<file path="src/rtl/sqrt_stream_if.sv">
// sqrt_stream_if: radicand/tag in, root/remainder/tag out, each side valid/ready.
// slave: the root pipeline; master: the producer/consumer pair driving it.
interface sqrt_stream_if #(
  parameter int WIDTH_INPUT = 16,
  parameter int TAG_WIDTH   = 4
);
  localparam int WIDTH_OUTPUT = WIDTH_INPUT / 2 + WIDTH_INPUT % 2;

  logic                    in_valid;
  logic                    in_ready;
  logic [WIDTH_INPUT-1:0]  radicand;
  logic [TAG_WIDTH-1:0]    in_tag;
  logic                    out_valid;
  logic                    out_ready;
  logic [WIDTH_OUTPUT-1:0] root;
  logic [WIDTH_OUTPUT:0]   remainder;
  logic [TAG_WIDTH-1:0]    out_tag;

  modport slave (
    input  in_valid, radicand, in_tag, out_ready,
    output in_ready, out_valid, root, remainder, out_tag
  );

  modport master (
    output in_valid, radicand, in_tag, out_ready,
    input  in_ready, out_valid, root, remainder, out_tag
  );
endinterface

</file>
<file path="src/rtl/sqrt_stream.sv">
// sqrt_stream: pipelined restoring integer sqrt, BITS_PER_STAGE root bits/stage.
// Ports: clk, rst_n (async low), bus (slave: radicand/tag in, root/rem/tag out).
module sqrt_stream #(
  parameter int WIDTH_INPUT    = 16,
  parameter int BITS_PER_STAGE = 1,
  parameter int TAG_WIDTH      = 4
) (
  input logic          clk,
  input logic          rst_n,
  sqrt_stream_if.slave bus
);
  localparam int WO = WIDTH_INPUT / 2 + WIDTH_INPUT % 2;
  localparam int L  = (WO + BITS_PER_STAGE - 1) / BITS_PER_STAGE;
  localparam int RW = WO + 2;
  localparam int XW = 2 * WO;

  logic [L-1:0]         vld;
  logic [L-1:0]         rdy;
  logic [L-1:0]         src_v;
  logic [WO-1:0]        rt  [L];
  logic [WO-1:0]        nrt [L];
  logic [RW-1:0]        rm  [L];
  logic [RW-1:0]        nrm [L];
  logic [XW-1:0]        rd  [L];
  logic [XW-1:0]        nrd [L];
  logic [TAG_WIDTH-1:0] tg  [L];
  logic [TAG_WIDTH-1:0] ntg [L];

  // A stage may load when some stage at or below it is empty,
  // or the consumer is taking the head result.
  always_comb begin : flow
    logic full;
    full = 1'b1;
    rdy  = '0;
    for (int k = 0; k < L; k++) begin
      full = 1'b1;
      for (int j = k; j < L; j++) begin
        full = full & vld[j];
      end
      rdy[k] = bus.out_ready | ~full;
    end
  end

  always_comb begin : datapath
    logic [WO-1:0] r;
    logic [RW-1:0] m;
    logic [XW-1:0] d;
    logic [RW+1:0] a;
    logic [RW+1:0] b;
    int            p;
    r = '0;
    m = '0;
    d = '0;
    a = '0;
    b = '0;
    p = 0;
    src_v = '0;
    for (int k = 0; k < L; k++) begin
      p = (k > 0) ? k - 1 : 0;
      if (k == 0) begin
        r = '0;
        m = '0;
        d = '0;
        d[WIDTH_INPUT-1:0] = bus.radicand;
        src_v[k] = bus.in_valid;
        ntg[k]   = bus.in_tag;
      end else begin
        r = rt[p];
        m = rm[p];
        d = rd[p];
        src_v[k] = vld[p];
        ntg[k]   = tg[p];
      end
      // Last stage stops once all WO root bits are resolved.
      for (int j = 0; j < BITS_PER_STAGE; j++) begin
        if (k * BITS_PER_STAGE + j < WO) begin
          a = {m, d[XW-1 -: 2]};
          b = {2'b00, r, 2'b01};
          r = r << 1;
          if (a >= b) begin
            m    = RW'(a - b);
            r[0] = 1'b1;
          end else begin
            m = RW'(a);
          end
          d = d << 2;
        end
      end
      nrt[k] = r;
      nrm[k] = m;
      nrd[k] = d;
    end
  end

  // Data only moves with a valid word, so the outputs stay
  // at zero after reset until the first result lands.
  always_ff @(posedge clk or negedge rst_n) begin
    if (!rst_n) begin
      vld <= '0;
      for (int k = 0; k < L; k++) begin
        rt[k] <= '0;
        rm[k] <= '0;
        rd[k] <= '0;
        tg[k] <= '0;
      end
    end else begin
      for (int k = 0; k < L; k++) begin
        if (rdy[k]) begin
          vld[k] <= src_v[k];
          if (src_v[k]) begin
            rt[k] <= nrt[k];
            rm[k] <= nrm[k];
            rd[k] <= nrd[k];
            tg[k] <= ntg[k];
          end
        end
      end
    end
  end

  assign bus.in_ready  = rdy[0];
  assign bus.out_valid = vld[L-1];
  assign bus.root      = rt[L-1];
  assign bus.remainder = rm[L-1][WO:0];
  assign bus.out_tag   = tg[L-1];
endmodule

</file>
<file path="src/flat_wrapper.sv">
// flat-port wrapper written by rule: the top's interface ports become plain ports
module sqrt_stream_flat 
#(
  parameter int WIDTH_INPUT    = 16,
  parameter int BITS_PER_STAGE = 1,
  parameter int TAG_WIDTH      = 4
)
  (clk, rst_n, bus_in_valid, bus_radicand, bus_in_tag, bus_out_ready, bus_in_ready, bus_out_valid, bus_root, bus_remainder, bus_out_tag);
  sqrt_stream_if #(.WIDTH_INPUT(WIDTH_INPUT), .TAG_WIDTH(TAG_WIDTH)) bus_i ();
  input logic clk;
  input logic rst_n;
  input wire logic [$bits(bus_i.in_valid)-1:0] bus_in_valid;
  input wire logic [$bits(bus_i.radicand)-1:0] bus_radicand;
  input wire logic [$bits(bus_i.in_tag)-1:0] bus_in_tag;
  input wire logic [$bits(bus_i.out_ready)-1:0] bus_out_ready;
  output wire logic [$bits(bus_i.in_ready)-1:0] bus_in_ready;
  output wire logic [$bits(bus_i.out_valid)-1:0] bus_out_valid;
  output wire logic [$bits(bus_i.root)-1:0] bus_root;
  output wire logic [$bits(bus_i.remainder)-1:0] bus_remainder;
  output wire logic [$bits(bus_i.out_tag)-1:0] bus_out_tag;
  assign bus_i.in_valid = bus_in_valid;
  assign bus_i.radicand = bus_radicand;
  assign bus_i.in_tag = bus_in_tag;
  assign bus_i.out_ready = bus_out_ready;
  assign bus_in_ready = bus_i.in_ready;
  assign bus_out_valid = bus_i.out_valid;
  assign bus_root = bus_i.root;
  assign bus_remainder = bus_i.remainder;
  assign bus_out_tag = bus_i.out_tag;
  sqrt_stream #(.WIDTH_INPUT(WIDTH_INPUT), .BITS_PER_STAGE(BITS_PER_STAGE), .TAG_WIDTH(TAG_WIDTH)) u_core (.clk(clk), .rst_n(rst_n), .bus(bus_i));
endmodule
</file>
<file path="config.mk">
export PLATFORM = sky130hd
export DESIGN_NAME = sqrt_stream_flat
export DESIGN_NICKNAME = d
export VERILOG_FILES = /design/src/rtl/sqrt_stream_if.sv /design/src/rtl/sqrt_stream.sv /design/src/flat_wrapper.sv
export SDC_FILE = /design/constraint.sdc
export NUM_CORES = 1
export LEC_CHECK = 0
export ABC_AREA = 1
export BUFFER_PORTS_ARGS = -buffer_cell sky130_fd_sc_hd__buf_4
export CORE_ASPECT_RATIO = 0.5
export CORE_MARGIN = 1
export CORE_UTILIZATION = 50
export CTS_BUF_LIST = sky130_fd_sc_hd__clkbuf_8
export DETAILED_ROUTE_END_ITERATION = 6
export PLACE_DENSITY = 0.67
export SLEW_MARGIN = 10
export SYNTH_ARGS = -nofsm -noshare
export SYNTH_HDL_FRONTEND = slang
export SYNTH_SLANG_ARGS = --single-unit
</file>
<file path="constraint.sdc">
create_clock -name clk -period 2.73 [get_ports clk]
set_input_delay 0.1365 -clock clk [delete_from_list [all_inputs] [get_ports clk]]
set_output_delay 0.1365 -clock clk [all_outputs]
set_load 0.01 [all_outputs]
</file>
; ---- After elaboration in Yosys (flattened, before gate mapping)
; Index checks and enable logic that the tools add are counted.
[totals]
out_inout_bits = 23
register_bits = 211
in_bits = 24
word_cells = 123
[op_classes]
n_reduce_logical = 8
magnitude_cmp = 8
add_sub_neg = 8
n_mux = 16
n_bitwise = 44
[op_table]
columns = cell, n
row1 = 2-to-1 mux 10 bit, 7
row2 = AND 1 bit, 28
row3 = AND reduction 2 bit, 8
row4 = >= comparator 12 x 3 -> 1 bit, 1
row5 = >= comparator 12 x 4 -> 1 bit, 1
row6 = >= comparator 12 x 5 -> 1 bit, 1
row7 = >= comparator 12 x 6 -> 1 bit, 1
row8 = >= comparator 12 x 7 -> 1 bit, 1
row9 = >= comparator 12 x 8 -> 1 bit, 1
row10 = >= comparator 12 x 9 -> 1 bit, 1
row11 = subtractor 10 x 3 -> 10 bit, 1
row12 = subtractor 10 x 4 -> 10 bit, 1
row13 = subtractor 10 x 5 -> 10 bit, 1
row14 = subtractor 10 x 6 -> 10 bit, 1
row15 = subtractor 10 x 7 -> 10 bit, 1
row16 = subtractor 10 x 8 -> 10 bit, 1
row17 = 2-to-1 mux 9 bit, 1
row18 = subtractor 9 bit, 1
row19 = 2-to-1 mux 1 bit, 8
row20 = NOT 1 bit, 8
row21 = OR 1 bit, 8
row22 = "subtractor 2 x 1 -> 3 bit, second input constant", 1
row23 = ">= comparator 2 x 1 -> 1 bit, second input constant", 1

; ---- Depth between registers and ports, before layout
[logic_depth]
ltp_word = 10
depth_mapped = 13
ltp_nobuf = 13

; ---- Worst setup path after synthesis
; OpenSTA, ideal clock, no wires.
[synth_timing]
kind = register -> register
from = register u_core.rm[70] (netlist name)
to = register u_core.rm[65] (netlist name)
arrival_time_ns = 1.855
t_required_ns = 2.663
slack_ns = 0.808
stages_incl_launch_ff = 11
setup_ns = 0.067
n_path_buf = 0
synth_period_minus_slack_ns = 1.922
path_cell_list = dfrtp_1 -> ha_1 -> inv_1 -> o21ai_0 -> inv_1 -> ha_1 -> nand2_1 -> nand2_1 -> o21ai_0 -> nand3_1 -> nand2_1
[synth_via]
elab_chain_cells = 2
elab_cells_between_ends = 3
classes_between = add/sub: 1 / order compare: 1 / mux: 1
[synth_lines]
columns = element, line_no
row1 = from (decl), sqrt_stream.sv:22  ; logic [RW-1:0] rm [L];
row2 = "from (signal, indexed assignment)", sqrt_stream.sv:112  ; rm[k] <= nrm[k];
row3 = subtractor 10 x 3 -> 10 bit or >= comparator 12 x 3 -> 1 bit (tied branches), "sqrt_stream.sv:81, sqrt_stream.sv:80"
row4 = 2-to-1 mux 10 bit (*), sqrt_stream.sv:80  ; if (a >= b) begin
; Mark *: on every way between the ends. The rest lies on a longest branch, timed or not.
; A chain may end at the register's enable or synchronous reset.

; ---- Worst setup path in the final report
; Same ends and word-level chain as after synthesis.

==> impl_metrics.ini <==
[clocking]
clkLatencyLatePin_ns = 0.57
clock_path_buffers = 3
tritoncts_buffers = 31
cts_tree = yes
cts_root_buffer = sky130_fd_sc_hd__clkbuf_8
clock_sinks = 204
cts_max_level = 1
path_clk_slew_ns = 0.07

[timing]
grt_setup_unrepaired = false
min_period_ns = 2.24
finalWorstSetupSlack_ns = 0.490
min_period_over_period = 0.820
final.setup.tns_ns = 0
slew_headroom = 0.452
setup_violations = 0
finalClockSkew_ns = 0.00973
worst_slew_pin_slew_ns = 0.822
achievable-frequency_ghz = 0.447
slew_viols_final = 0
hold_violations = 0

[die]
initial_core_util = 0.520
dieWidth_microns = 211
chip_height_microns = 106
placement_rows = 37
die_area_sq_um = 22400
io_pins = 47
core_region_area_sq_um = 21000

[placement]
dp_hpwl_microns = 16600
gpl.final_weighted_congestion = 0.950
buffer_ports.inserted = 46
dpl_worst_slack_ns = 0.505

[power]
power.combinational.fraction = 0.460
p_int_mw = 7.87
clock_power_share = 0.200
leakage_nw = 6.64
peakVddDrop_mv = 0.450
p_sw_frac = 0.425
p_seq_frac = 0.340
power.net_switching_mw = 5.81
cellPowerDensity_nw_per_um2 = 1090
fin_total_pwr_mw = 13.7

[finish]
multi_input_comb_area_sq_um = 4890
layout_area_growth_over_synthesis_pct = 14.9
register_area_sq_um = 5100
nets = 1569
final_layout_size_suffix_gt1_frac = 0.0899
antenna-diode-count = 0
fillers = 1867

[synthesis]
syn-num-nets = 1487
synthDistinctLibCells = 36
synthSimpleGateAreaFrac = 0.322
yosysWarnings = 0
post_synth_inst_count = 1419
synth_top_family_by_area = simple AND/OR/NAND/NOR gates
yosys.area_share.adder = 0.0505
muxShareOfSynthArea = 0.000918
synth-seq-area-share = 0.468
synth.avg_cell_area_sq_um = 7.69
post_synth_edffs = 0
netlist_area_sq_um = 10900
top_cell_type_s_share_of_synthesized_area = 0.468
netlist_top_cells_count = sky130_fd_sc_hd__nand2_1, sky130_fd_sc_hd__dfrtp_1, sky130_fd_sc_hd__inv_1, sky130_fd_sc_hd__nand3_1, sky130_fd_sc_hd__o21ai_0
postSynth.asyncResetShare = 1.00
ys.flop_type = sky130_fd_sc_hd__dfrtp_1
xor_xnor_share_of_the_synthesized_area = 0.0201
synth_compound_area_frac = 0.0551
synth.most_common_cell = sky130_fd_sc_hd__nand2_1
synth_largest_area_cell = sky130_fd_sc_hd__dfrtp_1
ys_seq_elements = 204
ys_top_cells_by_area = sky130_fd_sc_hd__dfrtp_1, sky130_fd_sc_hd__nand2_1, sky130_fd_sc_hd__nand3_1

[setup_path]
cp-end-kind = flip-flop
critical_path.max_fanout = 8
worst_setup_path_start_kind = flip-flop
worst_ep_arrival_time_ns = 2.74
cp.required_ns = 3.23
criticalPathCategory = flip-flop to flip-flop

[global_routing]
grt_start_max_net_pins = 81
grt-ovfl-total = 0
grt_antenna_before_repair = 0
via_count_of_the_first_global_routing_pass = 8650
globalRouteTotalUtil = 0.221
grt_pass1_wl_microns = 40700

[route]
route.antenna.remaining_nets = 0
drc = 0
route.vias.total = 8979
detail_route.iter0.violations = 607
route.final.wire_length_microns = 23700
wl_per_cell_microns = 13.1
first_pass_iters = 6
post_dr_vias_cell = 4.94

[run_status]
outcome = complete, no violations

[worst_hold_path]
min_path_type = primary input to async pin

[job]
drv.max_cap_violation_count = 0
[path summary, 6_finish.rpt]
| path | slack [ns] | end | depth (start not counted) | start |
|---|---|---|---|---|
| min in group clk | 0.46 | u_core.bus.out_tag[2] | 2 | u_core.ntg[2] |
| max in group asynchronous | 1.78 | u_core.ntg[26] | 3 | rst_n |
| min reg2reg | 0.46 | u_core.bus.out_tag[2] | 2 | u_core.ntg[2] |
| max | 0.49 | u_core.rm[65] | 10 | u_core.rm[70] |
| min | 0.11 | u_core.bus.root[5] | 2 | rst_n |
| max reg2reg | 0.49 | u_core.rm[65] | 10 | u_core.rm[70] |
[stage by stage]
step	instance area [sq um]	utilization	hold slack, ns	cells
after detailed placement	11400	0.544	0.169	1716
after CTS	12500	0.597	0.118	1816
final	12500	0.597	0.114	1816
after floorplan	10900	-	-0.159	1419
after global placement	11400	0.544	0.167	1716
after global routing	12500	0.597	0.128	1816
[layer usage]
| layer | track usage | wire length, microns |
|---|---|---|
| met1 | 0.293 | 11400 |
| met2 | 0.377 | 11200 |
| met3 | 0.0378 | 772 |
| met4 | 0.0538 | 413 |
| met5 | 0 | 0 |
[cells in the final DEF (no fill, tap or decap)]
cell / n
sky130_fd_sc_hd__a21oi_1: 16
sky130_fd_sc_hd__a21oi_2: 4
sky130_fd_sc_hd__a22oi_1: 1
sky130_fd_sc_hd__a31oi_1: 2
sky130_fd_sc_hd__buf_12: 2
sky130_fd_sc_hd__buf_4: 54
sky130_fd_sc_hd__bufinv_16: 2
sky130_fd_sc_hd__clkbuf_8: 41
sky130_fd_sc_hd__clkinv_1: 1
sky130_fd_sc_hd__clkinv_2: 9
sky130_fd_sc_hd__dfrtp_1: 204
sky130_fd_sc_hd__dlygate4sd3_1: 44
sky130_fd_sc_hd__ha_1: 44
sky130_fd_sc_hd__inv_1: 156
sky130_fd_sc_hd__inv_2: 3
sky130_fd_sc_hd__inv_6: 1
sky130_fd_sc_hd__mux2i_1: 1
sky130_fd_sc_hd__nand2_1: 557
sky130_fd_sc_hd__nand2_2: 1
sky130_fd_sc_hd__nand2_4: 4
sky130_fd_sc_hd__nand3_1: 147
sky130_fd_sc_hd__nand3_4: 2
sky130_fd_sc_hd__nand3b_1: 15
sky130_fd_sc_hd__nand4_1: 17
sky130_fd_sc_hd__nand4_4: 1
sky130_fd_sc_hd__nor2_1: 61
sky130_fd_sc_hd__nor2_2: 4
sky130_fd_sc_hd__nor2_4: 3
sky130_fd_sc_hd__nor3_1: 5
sky130_fd_sc_hd__nor3_2: 2
sky130_fd_sc_hd__o211ai_1: 2
sky130_fd_sc_hd__o21ai_0: 73
sky130_fd_sc_hd__o21ai_1: 14
sky130_fd_sc_hd__o21bai_1: 2
sky130_fd_sc_hd__or2_2: 4
sky130_fd_sc_hd__xnor2_1: 9
sky130_fd_sc_hd__xor2_1: 16
[power groups by stage]
stage / clock [mW] / sequential (mW) / combinational [mW]
final: 2.74 / 4.65 / 6.30
after global routing: 2.95 / 4.77 / 7.29
after CTS: 2.81 / 4.64 / 6.33
after detailed placement: 0 / 4.69 / 6.25
after global placement: 0 / 4.66 / 6.16
after floorplan: 0 / 4.53 / 4.91
[final cells by class]
class / instances / area share
multi-input cells: 1007 / 0.390
flip-flops and latches: 204 / 0.408
inverters: 156 / 0.0468
clock buffers: 40 / 0.0440
repair buffers: 101 / 0.0718
well taps: 292 / 0.0292
clock inverters: 16 / 0.0102
[registers in the layout (all words and copies together) (netlist names)]
register and flops:
u_core.bus.out_tag 4, u_core.bus.remainder 9, u_core.bus.root 8, u_core.datapath.a 12
u_core.datapath.b 7, u_core.nrd 42, u_core.nrt 21, u_core.ntg 28
u_core.rd 12, u_core.rm 53, u_core.vld 8
[repair_timing]
action	in CTS	in global routing
setup endpoints to repair	0	0
hold buffers	44	0
hold endpoints to repair	90	0
buffers inserted	0	0
resized for setup	0	0
[logic make-up after synthesis]
logic type | after synthesis
simple gates | 823
compound gates | 114
mux | 1
xor+xnor | 25
buf+inv | 208
flops | 204
fa+ha+maj | 44
[critical path, stage by stage, from the launching register on]
cell	delay [ns]
sky130_fd_sc_hd__dfrtp_1	0.40
sky130_fd_sc_hd__ha_1	0.36
sky130_fd_sc_hd__inv_1	0.07
sky130_fd_sc_hd__o21ai_0	0.25
sky130_fd_sc_hd__inv_1	0.08
sky130_fd_sc_hd__ha_1	0.21
sky130_fd_sc_hd__nand2_1	0.24
sky130_fd_sc_hd__nand2_1	0.14
sky130_fd_sc_hd__o21ai_0	0.17
sky130_fd_sc_hd__nand3_1	0.14
sky130_fd_sc_hd__nand2_1	0.10
Power figures use the tool's default switching activity.
